===== src/rtl/fetch_stage_pkg.sv =====
// Shared opcode and constant definitions for the fetch stage: reset PC,
// bubble instruction and FSM state encoding.
package fetch_stage_pkg;

    localparam logic [6:0]  OPC_OP_IMM = 7'b0010011;
    localparam logic [2:0]  F3_ADDI    = 3'b000;

    localparam logic [31:0] RESET_PC_DEF = 32'h0000_0000;
    // addi x0, x0, 0 -- the canonical RISC-V nop
    localparam logic [31:0] NOP_INST_DEF = {12'd0, 5'd0, F3_ADDI, 5'd0, OPC_OP_IMM};

    typedef enum logic {
        ST_FETCH  = 1'b0,
        ST_HALTED = 1'b1
    } fetch_state_t;

endpackage


===== src/rtl/fetch_stage_if.sv =====
// Instruction-memory request/response and IF/ID output bundle.
// master = fetch stage, slave = memory plus decode.
interface fetch_stage_if;

    logic        imem_req;
    logic [31:0] imem_addr;
    logic        imem_ready;
    logic [31:0] imem_rdata;
    logic [31:0] if_id_inst;
    logic [31:0] if_id_pc;
    logic        if_id_valid;

    modport master (
        output imem_req, imem_addr, if_id_inst, if_id_pc, if_id_valid,
        input  imem_ready, imem_rdata
    );

    modport slave (
        input  imem_req, imem_addr, if_id_inst, if_id_pc, if_id_valid,
        output imem_ready, imem_rdata
    );

endinterface


===== src/rtl/fetch_stage_if_id_register.sv =====
// IF/ID pipeline register: load a fetched word, load a bubble, or hold.
// Bubble wins over load if both are raised.
module if_id_register #(
    parameter logic [31:0] NOP_INST = 32'h0000_0013
) (
    input  logic        clk,
    input  logic        reset,
    input  logic        i_load,
    input  logic        i_bubble,
    input  logic [31:0] i_inst,
    input  logic [31:0] i_pc,
    output logic [31:0] o_inst,
    output logic [31:0] o_pc,
    output logic        o_valid
);

    logic [31:0] r_inst;
    logic [31:0] r_pc;
    logic        r_valid;

    // NOTE: sequential state uses non-blocking assignments so every register
    // samples the pre-edge values of its neighbours.
    always_ff @(posedge clk or posedge reset) begin
        if (reset) begin
            r_inst  <= NOP_INST;
            r_pc    <= 32'd0;
            r_valid <= 1'b0;
        end else if (i_bubble) begin
            r_inst  <= NOP_INST;
            r_valid <= 1'b0;
        end else if (i_load) begin
            r_inst  <= i_inst;
            r_pc    <= i_pc;
            r_valid <= 1'b1;
        end
    end

    assign o_inst  = r_inst;
    assign o_pc    = r_pc;
    assign o_valid = r_valid;

endmodule


===== src/rtl/fetch_stage.sv =====
// Instruction fetch: PC register, next-PC selection and FETCH/HALTED FSM
// feeding the IF/ID register. Priority: halt > redirect > stall > imem_ready.
module fetch_stage
    import fetch_stage_pkg::*;
#(
    parameter logic [31:0] RESET_PC = RESET_PC_DEF,
    parameter logic [31:0] NOP_INST = NOP_INST_DEF
) (
    input  logic                 clk,
    input  logic                 reset,
    input  logic                 stall,
    input  logic                 redirect_valid,
    input  logic [31:0]          redirect_pc,
    input  logic                 halt,
    fetch_stage_if.master        bus
);

    fetch_state_t r_state;
    fetch_state_t w_state_next;
    logic [31:0]  r_pc;
    logic [31:0]  w_pc_next;
    logic [31:0]  w_redirect_aligned;
    logic         w_load;
    logic         w_bubble;

    assign w_redirect_aligned = redirect_pc & ~32'h0000_0003;

    always_ff @(posedge clk or posedge reset) begin
        if (reset) begin
            r_state <= ST_FETCH;
            r_pc    <= RESET_PC;
        end else begin
            r_state <= w_state_next;
            r_pc    <= w_pc_next;
        end
    end

    // NOTE: every output of this block gets a default first so no path can
    // leave a signal unassigned and infer a latch.
    always_comb begin
        w_state_next = r_state;
        w_pc_next    = r_pc;
        w_load       = 1'b0;
        w_bubble     = 1'b0;
        case (r_state)
            ST_FETCH: begin
                if (halt) begin
                    w_state_next = ST_HALTED;
                    w_bubble     = 1'b1;
                end else if (redirect_valid) begin
                    // Any imem_ready this cycle belongs to the squashed path.
                    w_pc_next = w_redirect_aligned;
                    w_bubble  = 1'b1;
                end else if (stall) begin
                    w_pc_next = r_pc;
                end else if (bus.imem_ready) begin
                    w_load    = 1'b1;
                    w_pc_next = r_pc + 32'd4;
                end else begin
                    w_bubble = 1'b1;
                end
            end
            ST_HALTED: begin
                w_state_next = ST_HALTED;
            end
            default: begin
                w_state_next = ST_FETCH;
            end
        endcase
    end

    assign bus.imem_req  = (r_state == ST_FETCH);
    assign bus.imem_addr = r_pc;

    if_id_register #(
        .NOP_INST (NOP_INST)
    ) u_if_id (
        .clk      (clk),
        .reset    (reset),
        .i_load   (w_load),
        .i_bubble (w_bubble),
        .i_inst   (bus.imem_rdata),
        .i_pc     (r_pc),
        .o_inst   (bus.if_id_inst),
        .o_pc     (bus.if_id_pc),
        .o_valid  (bus.if_id_valid)
    );

endmodule


===== src/flat_wrapper.sv =====
// flat-port wrapper written by rule: the top's interface ports become plain ports
module fetch_stage_flat import fetch_stage_pkg::*;
#(
    parameter logic [31:0] RESET_PC = RESET_PC_DEF,
    parameter logic [31:0] NOP_INST = NOP_INST_DEF
)
  (clk, reset, stall, redirect_valid, redirect_pc, halt, bus_imem_req, bus_imem_addr, bus_if_id_inst, bus_if_id_pc, bus_if_id_valid, bus_imem_ready, bus_imem_rdata);
  fetch_stage_if bus_i ();
  input  logic clk;
  input  logic reset;
  input  logic stall;
  input  logic redirect_valid;
  input  logic [31:0] redirect_pc;
  input  logic halt;
  output wire logic [$bits(bus_i.imem_req)-1:0] bus_imem_req;
  output wire logic [$bits(bus_i.imem_addr)-1:0] bus_imem_addr;
  output wire logic [$bits(bus_i.if_id_inst)-1:0] bus_if_id_inst;
  output wire logic [$bits(bus_i.if_id_pc)-1:0] bus_if_id_pc;
  output wire logic [$bits(bus_i.if_id_valid)-1:0] bus_if_id_valid;
  input wire logic [$bits(bus_i.imem_ready)-1:0] bus_imem_ready;
  input wire logic [$bits(bus_i.imem_rdata)-1:0] bus_imem_rdata;
  assign bus_imem_req = bus_i.imem_req;
  assign bus_imem_addr = bus_i.imem_addr;
  assign bus_if_id_inst = bus_i.if_id_inst;
  assign bus_if_id_pc = bus_i.if_id_pc;
  assign bus_if_id_valid = bus_i.if_id_valid;
  assign bus_i.imem_ready = bus_imem_ready;
  assign bus_i.imem_rdata = bus_imem_rdata;
  fetch_stage #(.RESET_PC(RESET_PC), .NOP_INST(NOP_INST)) u_core (.clk(clk), .reset(reset), .stall(stall), .redirect_valid(redirect_valid), .redirect_pc(redirect_pc), .halt(halt), .bus(bus_i));
endmodule

===== config.mk =====
export PLATFORM = sky130hd
export DESIGN_NAME = fetch_stage_flat
export DESIGN_NICKNAME = d
export VERILOG_FILES = /design/src/rtl/fetch_stage_pkg.sv /design/src/rtl/fetch_stage_if.sv /design/src/rtl/fetch_stage_if_id_register.sv /design/src/rtl/fetch_stage.sv /design/src/flat_wrapper.sv
export SDC_FILE = /design/constraint.sdc
export NUM_CORES = 1
export LEC_CHECK = 0
export ABC_AREA = 1
export ABC_CLOCK_PERIOD_IN_PS = 2600
export CORE_MARGIN = 2
export CORE_UTILIZATION = 25
export DETAILED_ROUTE_END_ITERATION = 6
export HOLD_SLACK_MARGIN = 0.03
export PLACE_DENSITY_LB_ADDON = 0.1
export SETUP_SLACK_MARGIN = 0.1
export SYNTH_ARGS = -nofsm -noshare
export SYNTH_HDL_FRONTEND = slang
export SYNTH_HIERARCHICAL = 1
export SYNTH_SLANG_ARGS = --single-unit

===== constraint.sdc =====
create_clock -name clk -period 2.6 [get_ports clk]
set_input_delay 0.78 -clock clk [delete_from_list [all_inputs] [get_ports clk]]
set_output_delay 0.78 -clock clk [all_outputs]
set_load 0.02 [all_outputs]

# Word-level counts from Yosys, hierarchy flattened
# Index checks and enable logic that the tools add are counted.
[word_totals] in_bits=70 latch_bits=0 mem_bits_rw=0 regBits=98 out_inout_bits=98 n_memories=0 romBits=0 elab_cells=33
[classes] n_reduce_logical=4 div=0 order_cmp=0 eq_ne=1 shifts=0 mul=0 n_addsub=1 bitwise_logic=3 n_mux=19
[ops] cell="2-to-1 mux 32 bit" count=5
[ops] cell="adder 32 x 3 -> 32 bit, second input constant" count=1
[ops] cell="2-to-1 mux 1 bit" count=13
[ops] cell="AND reduction 4 bit" count=1
[ops] cell="nonzero test 2 bit" count=2
[ops] cell="NOT 1 bit" count=3
[ops] cell="inequality test 2 x 1 -> 1 bit, second input constant" count=1
[ops] cell="one-hot mux 1 bit (2 select lines)" count=1
[ops] cell="AND reduction 2 bit" count=1

# Longest topological paths before layout
# Gate-level depths: netlist (run 1).
[logic_depth] word_depth=7 mapped_depth=10 ltp_nobuf=10

# Modules after synthesis
# The synthesis (run 1) kept the hierarchy.
[by_module_without_submodules] mod="if_id_register" cells_per_inst=282 n_inst=1 seq_area_each_um2=1630.3 area_per_inst_um2=2544.9
[by_module_without_submodules] mod="fetch_stage" cells_per_inst=403 n_inst=1 seq_area_each_um2=775.7 area_per_inst_um2=2412.3

# Worst setup path before layout (run 1)
# Ideal clock, no wire load.
[synth_path] path_type="input to register" from="in redirect_valid" to="reg u_core.u_if_id.r_valid, in the netlist u_core/u_if_id/o_valid" t_arrival_ns=1.988 t_required_ns=2.477 setup_time_ns=0.123 slack_ns=0.489 stages=8 path_buffers=3 cell_sequence="buf_4 > clkbuf_1 > nor2_1 > a21oi_1 > inv_2 > nand2_2 > buf_2 > nand2_1"
[synth_between] elab_chain_cells=4 elab_cells_between_ends=8 cone_classes="mux (7); reduce/logical (1)"
[synth_lines] element="start, declared" line="flat_wrapper.sv:12" rtl="input logic redirect_valid;"
[synth_lines] element="2-to-1 mux 1 bit (*)" line="fetch_stage.sv:50" rtl="end else if (redirect_valid) begin"
[synth_lines] element="2-to-1 mux 1 bit (*)" line="fetch_stage.sv:47" rtl="if (halt) begin"
[synth_lines] element="2-to-1 mux 1 bit (*)" line="fetch_stage.sv:45" rtl="case (r_state)"
[synth_lines] element="net u_core.w_bubble" line="fetch_stage.sv:24" rtl="logic w_bubble;"
[synth_lines] element="2-to-1 mux 1 bit or nonzero test 2 bit (tied branches)"
[synth_lines] element="end signal, assigned" line="fetch_stage_if_id_register.sv:27" rtl="r_valid <= 1'b0;"
[synth_lines] element="end signal, assigned" line="fetch_stage_if_id_register.sv:30" rtl="r_valid <= 1'b0;"
[synth_lines] element="end signal, assigned" line="fetch_stage_if_id_register.sv:34" rtl="r_valid <= 1'b1;"
[synth_lines] element="end, declared" line="fetch_stage_if_id_register.sv:19" rtl="logic r_valid;"
# The timed path passes the listed nets; every way through them passes the cells marked *.
# A chain may end at the register's enable or synchronous reset.

# Worst setup path after layout (run 1)
[layout_path] from="reg u_core.r_pc[6], in the netlist u_core/bus.imem_addr[6]" to="out bus_imem_addr[6]"
[layout_rtl] element="start, declared" line="fetch_stage.sv:20" rtl="logic [31:0] r_pc;"
[layout_rtl] element="start signal, assigned" line="fetch_stage.sv:34" rtl="r_pc <= w_pc_next;"
[layout_rtl] element="end, declared" line="flat_wrapper.sv:16" rtl="output wire logic [$bits(bus_i.imem_addr)-1:0] bus_imem_addr;"
# No word-level cell between the ends.

==> results of run 1 <==
[cells in the final DEF (no fill, tap or decap), types with 3 or more instances in the layout]
master and instances:
nand2_1 264, nor2_2 6, nor2_4 4, buf_4 10, buf_12 8, nand3_1 94
clkdlybuf4s50_1 163, conb_1 4, dfstp_2 3, o21ai_0 23, dfrtp_1 93, nand2_2 4
inv_2 4, o21ai_1 7, a21oi_1 18, clkbuf_16 9, nor2_1 68, inv_1 47
[power groups by stage]
| stage | Clock, mW | Sequential [mW] | Combinational (mW) |
|---|---|---|---|
| after floorplan | 0 | 1.53 | 0.0666 |
| after global placement | 0 | 1.53 | 0.205 |
| after detailed placement | 0 | 1.53 | 0.205 |
| after CTS | 1.44 | 1.50 | 0.206 |
| after global routing | 1.49 | 1.50 | 0.222 |
| final | 1.39 | 1.50 | 0.201 |
[routing by layer]
layer,wire length (um),track usage
met2,7390,0.259
met1,7840,0.220
met5,9,0
met4,261,0.0552
met3,1130,0.0319
[worst paths after layout]
check,startpoint,end,slack (ns)
max,u_core/bus.imem_addr[6],bus_imem_addr[6],0.27
min,u_core/u_if_id/o_inst[0],u_core/u_if_id/o_inst[0],0.47
max reg2reg,u_core/bus.imem_addr[2],u_core/bus.imem_addr[30],0.79
min reg2reg,u_core/u_if_id/o_inst[0],u_core/u_if_id/o_inst[0],0.47
max in group asynchronous,reset,u_core/bus.imem_addr[21],1.34
min in group asynchronous,reset,u_core/u_if_id/o_pc[2],0.84
[area by class of cell]
type,count,share of cell area
clock inverters,4,0.00737
well taps,265,0.0454
multi-input cells,507,0.301
clock buffers,11,0.0346
inverters,51,0.0262
repair buffers,181,0.256
flip-flops and latches,96,0.329
[state kept, by name, indices dropped and copies added, names as in the netlist]
name	flops
u_core/u_if_id/o_inst	32
u_core/u_if_id/o_pc	32
u_core/bus.imem_addr	30
u_core/r_state	1
u_core/u_if_id/o_valid	1
[stage by stage]
| step | cells | cell area [um2] | worst slack (ns) | power [mW] |
|---|---|---|---|---|
| after floorplan | 688 | 4970 | 0.199 | 1.60 |
| after global placement | 1100 | 7000 | 0.116 | 1.73 |
| after detailed placement | 1100 | 7000 | 0.0814 | 1.73 |
| after CTS | 1115 | 7300 | 0.252 | 3.14 |
| after global routing | 1115 | 7300 | 0.198 | 3.21 |
| final | 1115 | 7300 | 0.274 | 3.09 |
[logic make-up after synthesis]
family | after synthesis | share of synthesized area
other | 1 | 0.000756
AND/OR/NAND/NOR | 446 | 0.374
AO/OA/AOI/OAI | 55 | 0.0611
buffers and inverters | 85 | 0.0742
flip-flops | 96 | 0.485
adder cells (fa/ha/maj) | 1 | 0.00252
XOR/XNOR | 1 | 0.00177
==> results_dict.tcl, run 1 <==
set metrics [dict create \
    ys_warnings 6 \
    grt_usage 0.162 \
    cp_data_arrival_time_ns 1.55 \
    antenna_found_initial 1 \
    critPathMaxStageDelay_ns 0.68 \
    globalRouteOverflowTotal 0 \
    netlist_area_before_placement_um2 4960 \
    die_width_um 145 \
    cts_sinks 96 \
    cts_hold_buf 0 \
    setup_viol_count_final 0 \
    total_of_cells_resized_after_clock_tree_synthesis 0 \
    postSynthCellCount 685 \
    timing.max_cap.violations 0 \
    number_of_synthesized_register_bits 96 \
    antenna_diodes 0 \
    netlist.top_cell.by_area "dfrtp_1" \
    post-route-drc-count 0 \
    postSynthAreaPerCell_um2 7.24 \
    final_antenna_net_count 0 \
    grt_pass1_wl_um 26500 \
    switchingPower_mw 0.683 \
    intPower_mw 2.40 \
    portBuffers 163 \
    drive_gt1_frac 0.0682 \
    timing.critical_path.slowest_stage_cell "clkdlybuf4s50_1" \
    fin_util 0.375 \
    cts_max_level 3 \
    drv_slew 0 \
    dominantRegCellSynth "dfrtp_1" \
    outcome "complete, no violations" \
    synth_largest_type_area_fraction 0.469 \
    criticalPathCategory "flop to primary output" \
    post_cts_setup_buffer_count 0 \
    min_period_ns 2.33 \
    timing.critical_path.required_ns 1.82 \
    gate_family_responsible_for_the_most_delay_along_the_worst_path "buffers and inverters" \
    grt_pass1_vias 5010 \
    synth_top_cells_by_count "nand2_1, nand3_1, dfrtp_1" \
    post-route-period-util 0.894 \
    holdWs_ns 0.470 \
    grt_setup_unrepaired "no" \
    pin_count_of_the_biggest_net_entering_global_routing 66 \
    cts.path.max_buffers 2 \
    cts-root-buf "clkbuf_16" \
    fp.dieArea_um2 21000 \
    clkSlewWorstSetupHoldPaths_ns 0.07 \
    vias_per_cell 4.42 \
    firstDrtPassIters 4 \
    cp_cell_sequence "clkdlybuf4s50_1" \
    core_box_area_um2 19500 \
    first_iter_violations 287 \
    cp-start-kind "flop" \
    syn_to_final_growth_pct 47.3 \
    cell_with_the_most_instances_after_synthesis "nand2_1" \
    power.density_cell_area_nw_per_um2 423 \
    tritoncts.num_buffers 9 \
    register_area_um2 2410 \
    clockPowerShare 0.450 \
    tritoncts "built" \
    hpwlAfterDp_um 12000 \
    hold_viol_final 0 \
    finalNetCount 917 \
    multi_input_comb_area_um2 2200 \
    worstRegToRegCells 10 \
    synth_edf_count 0 \
    postRouteWirelength_um 16600 \
    insertion_delay_ns 0.35 \
    path_max_fanout 6 \
    fin_setup_tns_ns 0 \
    die_h_um 145 \
    clk_skew_ns 0.00868 \
    p_leak_nw 3.37 \
    hold_path_class "flop to flop" \
    seq_power_share 0.485 \
    number_of_distinct_library_cells_after_synthesis 28 \
    final_gp_congestion 0.855 \
    min_path_cells 2 \
    ys_seq_area_frac 0.485 \
    power.ir.vdd_worst_mv 0.304 \
    achievable-frequency_ghz 0.430 \
    worst_setup_path_end_kind "primary output" \
    share_comb_of_total_power 0.065 \
    power.share.switching 0.221 \
    vias 4927 \
    io_pins 168 \
    cell_rows 51 \
    worst-path-stages 1 \
    fillers 2047 \
    initial_utilization 0.255 \
    synth_top_cells_by_area "dfrtp_1, nand2_1, nand3_1" \
    routedWlPerCell_um 14.9 \
    ys_async_sr_fraction 1.00 \
    critPathBufInv 1 \
]
No activity file was read; power rests on OpenSTA's default activity.
==> run 2, diff against run 1 <==
--- a/config.mk
+++ b/config.mk
@@ -9,6 +9,8 @@
 export ABC_CLOCK_PERIOD_IN_PS = 2600
 export CORE_MARGIN = 2
 export CORE_UTILIZATION = 25
+export CTS_BUF_LIST = sky130_fd_sc_hd__clkbuf_4
+export CTS_CLUSTER_SIZE = 40
 export DETAILED_ROUTE_END_ITERATION = 6
 export HOLD_SLACK_MARGIN = 0.03
 export PLACE_DENSITY_LB_ADDON = 0.1
==> results_dict.tcl, run 2 (same netlist as run 1, synthesis figures left out) <==
set metrics [dict create \
    final_worst_path_setup_slack_ns 0.199 \
    power.ir.vdd_worst_mv 0.158 \
    firstDrtPassIters 4 \
    holdWs_ns 0.481 \
    routedWlPerCell_um 15.0 \
    insertion_delay_ns 0.46 \
    hold_path_class "flop to flop" \
    final_cell_count_no_fill 1115 \
    tritoncts.num_buffers 9 \
    cts_hold_buf 0 \
    cts.path.max_buffers 2 \
    drive_gt1_frac 0.0859 \
    gate_family_responsible_for_the_most_delay_along_the_worst_path "buffers and inverters" \
    worstRegToRegCells 10 \
    portBuffers 163 \
    most-common-layout-cells "nand2_1, clkdlybuf4s50_1, nand3_1" \
    worst_hold_launch "u_core/u_if_id/o_inst[0]" \
    antenna_found_initial 1 \
    critPathMaxStageDelay_ns 0.61 \
    min_path_cells 2 \
    post_cts_setup_buffer_count 0 \
    die_width_um 145 \
    post-route-drc-count 0 \
    r2r_setup_slack_ns 0.83 \
    clk_skew_ns 0.0156 \
    fin_setup_tns_ns 0 \
    cp_data_arrival_time_ns 1.62 \
    pre_cts_slack_ns 0.0814 \
    cts_sinks 96 \
    postRouteWirelength_um 16700 \
    achievable-frequency_ghz 0.417 \
    io_pins 168 \
    setup_viol_count_final 0 \
    core_box_area_um2 19500 \
    finalNetCount 917 \
    ff_to_ff_end "u_core/bus.imem_addr[30]" \
    initial_utilization 0.255 \
    commonest_non_fill_non_tap_cell_in_the_layout "nand2_1" \
    final_gp_congestion 0.855 \
    fp.dieArea_um2 21000 \
    hold_viol_final 0 \
    cp-start-kind "flop" \
    p_leak_nw 3.28 \
    min_period_ns 2.40 \
    pin_count_of_the_biggest_net_entering_global_routing 66 \
    syn_to_final_growth_pct 44.2 \
    drv_slew 0 \
    outcome "complete, no violations" \
    first_iter_violations 293 \
    path_max_fanout 2 \
    cp_cell_sequence "clkdlybuf4s50_1" \
    tritoncts "built" \
    antenna_diodes 0 \
    criticalPathCategory "flop to primary output" \
    fin_util 0.367 \
    hpwlAfterDp_um 12000 \
    vias 4941 \
    cts_max_level 3 \
    clkSlewWorstSetupHoldPaths_ns 0.15 \
    timing.critical_path.slowest_stage_cell "clkdlybuf4s50_1" \
    timing.critical_path.required_ns 1.82 \
    crit-reg2reg-launch "u_core/bus.imem_addr[3]" \
    critPathBufInv 1 \
    post-route-period-util 0.923 \
    worst_setup_path_end_kind "primary output" \
    globalRouteOverflowTotal 0 \
    grt_usage 0.162 \
    die_h_um 145 \
    grt_setup_unrepaired "no" \
    dp_cells 1100 \
    grt_pass1_vias 5017 \
    worstHoldEndpoint "u_core/u_if_id/o_inst[0]" \
    grt_pass1_wl_um 26500 \
    cts-root-buf "clkbuf_4" \
    cell_rows 51 \
    power.density_cell_area_nw_per_um2 351 \
    vias_per_cell 4.43 \
    timing.max_cap.violations 0 \
    final_antenna_net_count 0 \
]
==> run 2: cell type report <==
cell class	count	area (um2)
clock buffer	9	67.6
clock inverter	6	61.3
fill	2065	12300
inverter	51	191
multi-input combinational	507	2200
sequential	96	2430
tap	265	332
timing repair buffer	181	1870
==> run 2: routing by layer <==
layer / up-vias / routed length (um) / track usage
met1: 2292 / 7910 / 0.218
met4: 2 / 182 / 0.0439
met2: 153 / 7430 / 0.261
met5: - / 9 / 0
li1: 2477 / - / -
met3: 17 / 1150 / 0.0388
==> run 2: stage by stage <==
step,total power [mW],area [um2]
after CTS,2.57,7130
final,2.51,7150
after global routing,2.64,7150
after floorplan,1.60,4970
after detailed placement,1.73,7000
after global placement,1.73,7000
==> run 2: where the power goes <==
group,leakage (nW),internal [mW],switching [mW]
Clock,0.0631,0.284,0.526
Sequential,1.27,1.50,0.00108
Combinational,1.95,0.112,0.0893
==> run 2: worst max-delay path by stage <==
stage | depth (start not counted) | to | slack [ns] | from
floorplan | 1 | u_core/u_if_id/o_inst[10] | 0.20 | reset
global placement | 7 | u_core/u_if_id/o_inst[3] | 0.12 | redirect_valid
detailed placement | 7 | u_core/u_if_id/o_inst[11] | 0.08 | redirect_valid
CTS | 1 | bus_imem_addr[9] | 0.10 | u_core/bus.imem_addr[9]
global route | 1 | bus_imem_addr[18] | 0.10 | u_core/bus.imem_addr[18]
finish | 1 | bus_if_id_inst[0] | 0.20 | u_core/u_if_id/o_inst[0]
==> run 2: timing repair <==
action,4_1_cts,5_1_grt
pin swaps,0,0
endpoints found under the setup margin,4,14
gates resized for setup,4,14
==> run 3, diff against run 2 <==
--- a/config.mk
+++ b/config.mk
@@ -13,7 +13,7 @@
 export CTS_CLUSTER_SIZE = 40
 export DETAILED_ROUTE_END_ITERATION = 6
 export HOLD_SLACK_MARGIN = 0.03
-export PLACE_DENSITY_LB_ADDON = 0.1
+export PLACE_DENSITY = 0.52
 export SETUP_SLACK_MARGIN = 0.1
 export SYNTH_ARGS = -nofsm -noshare
 export SYNTH_HDL_FRONTEND = slang
==> results_dict.tcl, run 3 (same netlist as run 1, synthesis figures left out) <==
set metrics [dict create \
    drive_gt1_frac 0.0861 \
    die_width_um 145 \
    cts_max_level 3 \
    cell_rows 51 \
    clk_skew_ns 0.0281 \
    worst_setup_path_end_kind "primary output" \
    antenna_found_initial 1 \
    worst_slew_margin_rel 0.664 \
    timing_worst_slew_pin_value_ns 0.504 \
    commonest_non_fill_non_tap_cell_in_the_layout "nand2_1" \
    most-common-layout-cells "nand2_1, clkdlybuf4s50_1, nand3_1" \
    setup_viol_count_final 0 \
    achievable-frequency_ghz 0.414 \
    tritoncts "built" \
    cts-root-buf "clkbuf_4" \
    criticalPathCategory "flop to primary output" \
    grt_usage 0.160 \
    routedWlPerCell_um 14.8 \
    hold_viol_final 0 \
    p_leak_nw 3.32 \
    die_h_um 145 \
    vias_per_cell 4.35 \
    drv_slew 0 \
    power.density_cell_area_nw_per_um2 352 \
    cp_cell_sequence "clkdlybuf4s50_1" \
    fp.dieArea_um2 21000 \
    syn_to_final_growth_pct 44.6 \
    clkSlewWorstSetupHoldPaths_ns 0.16 \
    portBuffers 163 \
    timing.critical_path.required_ns 1.82 \
    cts_sinks 96 \
    gate_family_responsible_for_the_most_delay_along_the_worst_path "buffers and inverters" \
    cts.path.max_buffers 2 \
    firstDrtPassIters 4 \
    timing.max_cap.violations 0 \
    min_period_ns 2.42 \
    initial_utilization 0.255 \
    outcome "complete, no violations" \
    fin_setup_tns_ns 0 \
    hold_path_class "flop to flop" \
    path_max_fanout 6 \
    post-route-drc-count 0 \
    vias 4897 \
    critPathMaxStageDelay_ns 0.65 \
    grt_pass1_wl_um 25600 \
    insertion_delay_ns 0.48 \
    dp_cells 1108 \
    io_pins 168 \
    tritoncts.num_buffers 9 \
    timing.critical_path.slowest_stage_cell "clkdlybuf4s50_1" \
    cp_data_arrival_time_ns 1.64 \
    critPathBufInv 1 \
    globalRouteOverflowTotal 0 \
    post-route-period-util 0.930 \
    final_antenna_net_count 0 \
    cp-start-kind "flop" \
    pin_count_of_the_biggest_net_entering_global_routing 50 \
    grt_setup_unrepaired "no" \
    power.ir.vdd_worst_mv 0.135 \
    finalNetCount 925 \
    postRouteWirelength_um 16600 \
    final_cell_count_no_fill 1125 \
    hpwlAfterDp_um 12200 \
    first_iter_violations 250 \
    final_gp_congestion 0.813 \
    cts_hold_buf 0 \
    grt_pass1_vias 4494 \
    core_box_area_um2 19500 \
]
-- run 3: cell types whose count changed in the layout (fill, tap and decap cells not counted) --
cell / previous run / this run
clkinvlp_4: 2 / 1
dfrtp_1: 76 / 83
clkinv_2: 0 / 1
dlygate4sd2_1: 0 / 1
buf_12: 8 / 5
clkinv_1: 2 / 3
dlymetal6s2s_1: 1 / 2
buf_4: 10 / 21
clkdlybuf4s50_1: 162 / 160
diode_2: 0 / 1
dfrtp_2: 17 / 10
-- run 3: metal layers --
metal	part of all wire	wire length, um	GRT usage	up-vias
li1	-	-	-	2499
met1	0.49	8130	0.230	2261
met2	0.44	7280	0.240	126
met3	0.061	1020	0.0342	11
met4	0.011	191	0.0475	0
met5	0	0	0	-
-- run 3: what timing repair did --
item / CTS / global route
buffers inserted: 0 / 0
gates resized for setup: 3 / 10
endpoints found under the hold margin: 0 / 0
endpoints found under the setup margin: 3 / 10
-- run 3: path summary, 6_finish.rpt --
check | from | endpoint | slack, ns | cells after the start
min reg2reg | u_core/u_if_id/o_inst[0] | u_core/u_if_id/o_inst[0] | 0.48 | 2
max in group asynchronous | reset | u_core/u_if_id/o_inst[4] | 1.45 | 3
min in group asynchronous | reset | u_core/u_if_id/o_pc[17] | 0.70 | 3
max reg2reg | u_core/bus.imem_addr[2] | u_core/bus.imem_addr[30] | 0.84 | 10
max | u_core/bus.imem_addr[15] | bus_imem_addr[15] | 0.18 | 1
min | u_core/u_if_id/o_inst[0] | u_core/u_if_id/o_inst[0] | 0.48 | 2
-- run 3: area by class of cell --
cell class                      count  area [um2]
Clock buffer                        9        67.6
Multi-Input combinational cell    507        2200
Antenna cell                        1        2.50
Tap cell                          265         332
Clock inverter                      7        62.6
Fill cell                        2097       12300
Sequential cell                    96        2420
Timing Repair Buffer              189        1890
Inverter                           51         191
-- run 3: through the flow --
stage	hold slack [ns]	worst slack, ns	utilization	cell area, um2	total power, mW
detailed placement	0.457	0.0997	0.361	7020	1.73
global placement	0.452	0.103	0.361	7020	1.73
finish	0.477	0.183	0.368	7170	2.52
floorplan	0.500	0.199	-	4970	1.60
global route	0.496	0.107	0.368	7170	2.65
CTS	0.481	0.109	0.367	7150	2.57
-- run 3: power breakdown --
part           leakage (nW)  switching (mW)  internal, mW  total [mW]
logic                  1.98          0.0900         0.111       0.201
clock network        0.0684           0.537         0.284       0.821
registers              1.28         0.00128          1.50        1.50
total                  3.32           0.628          1.89        2.52
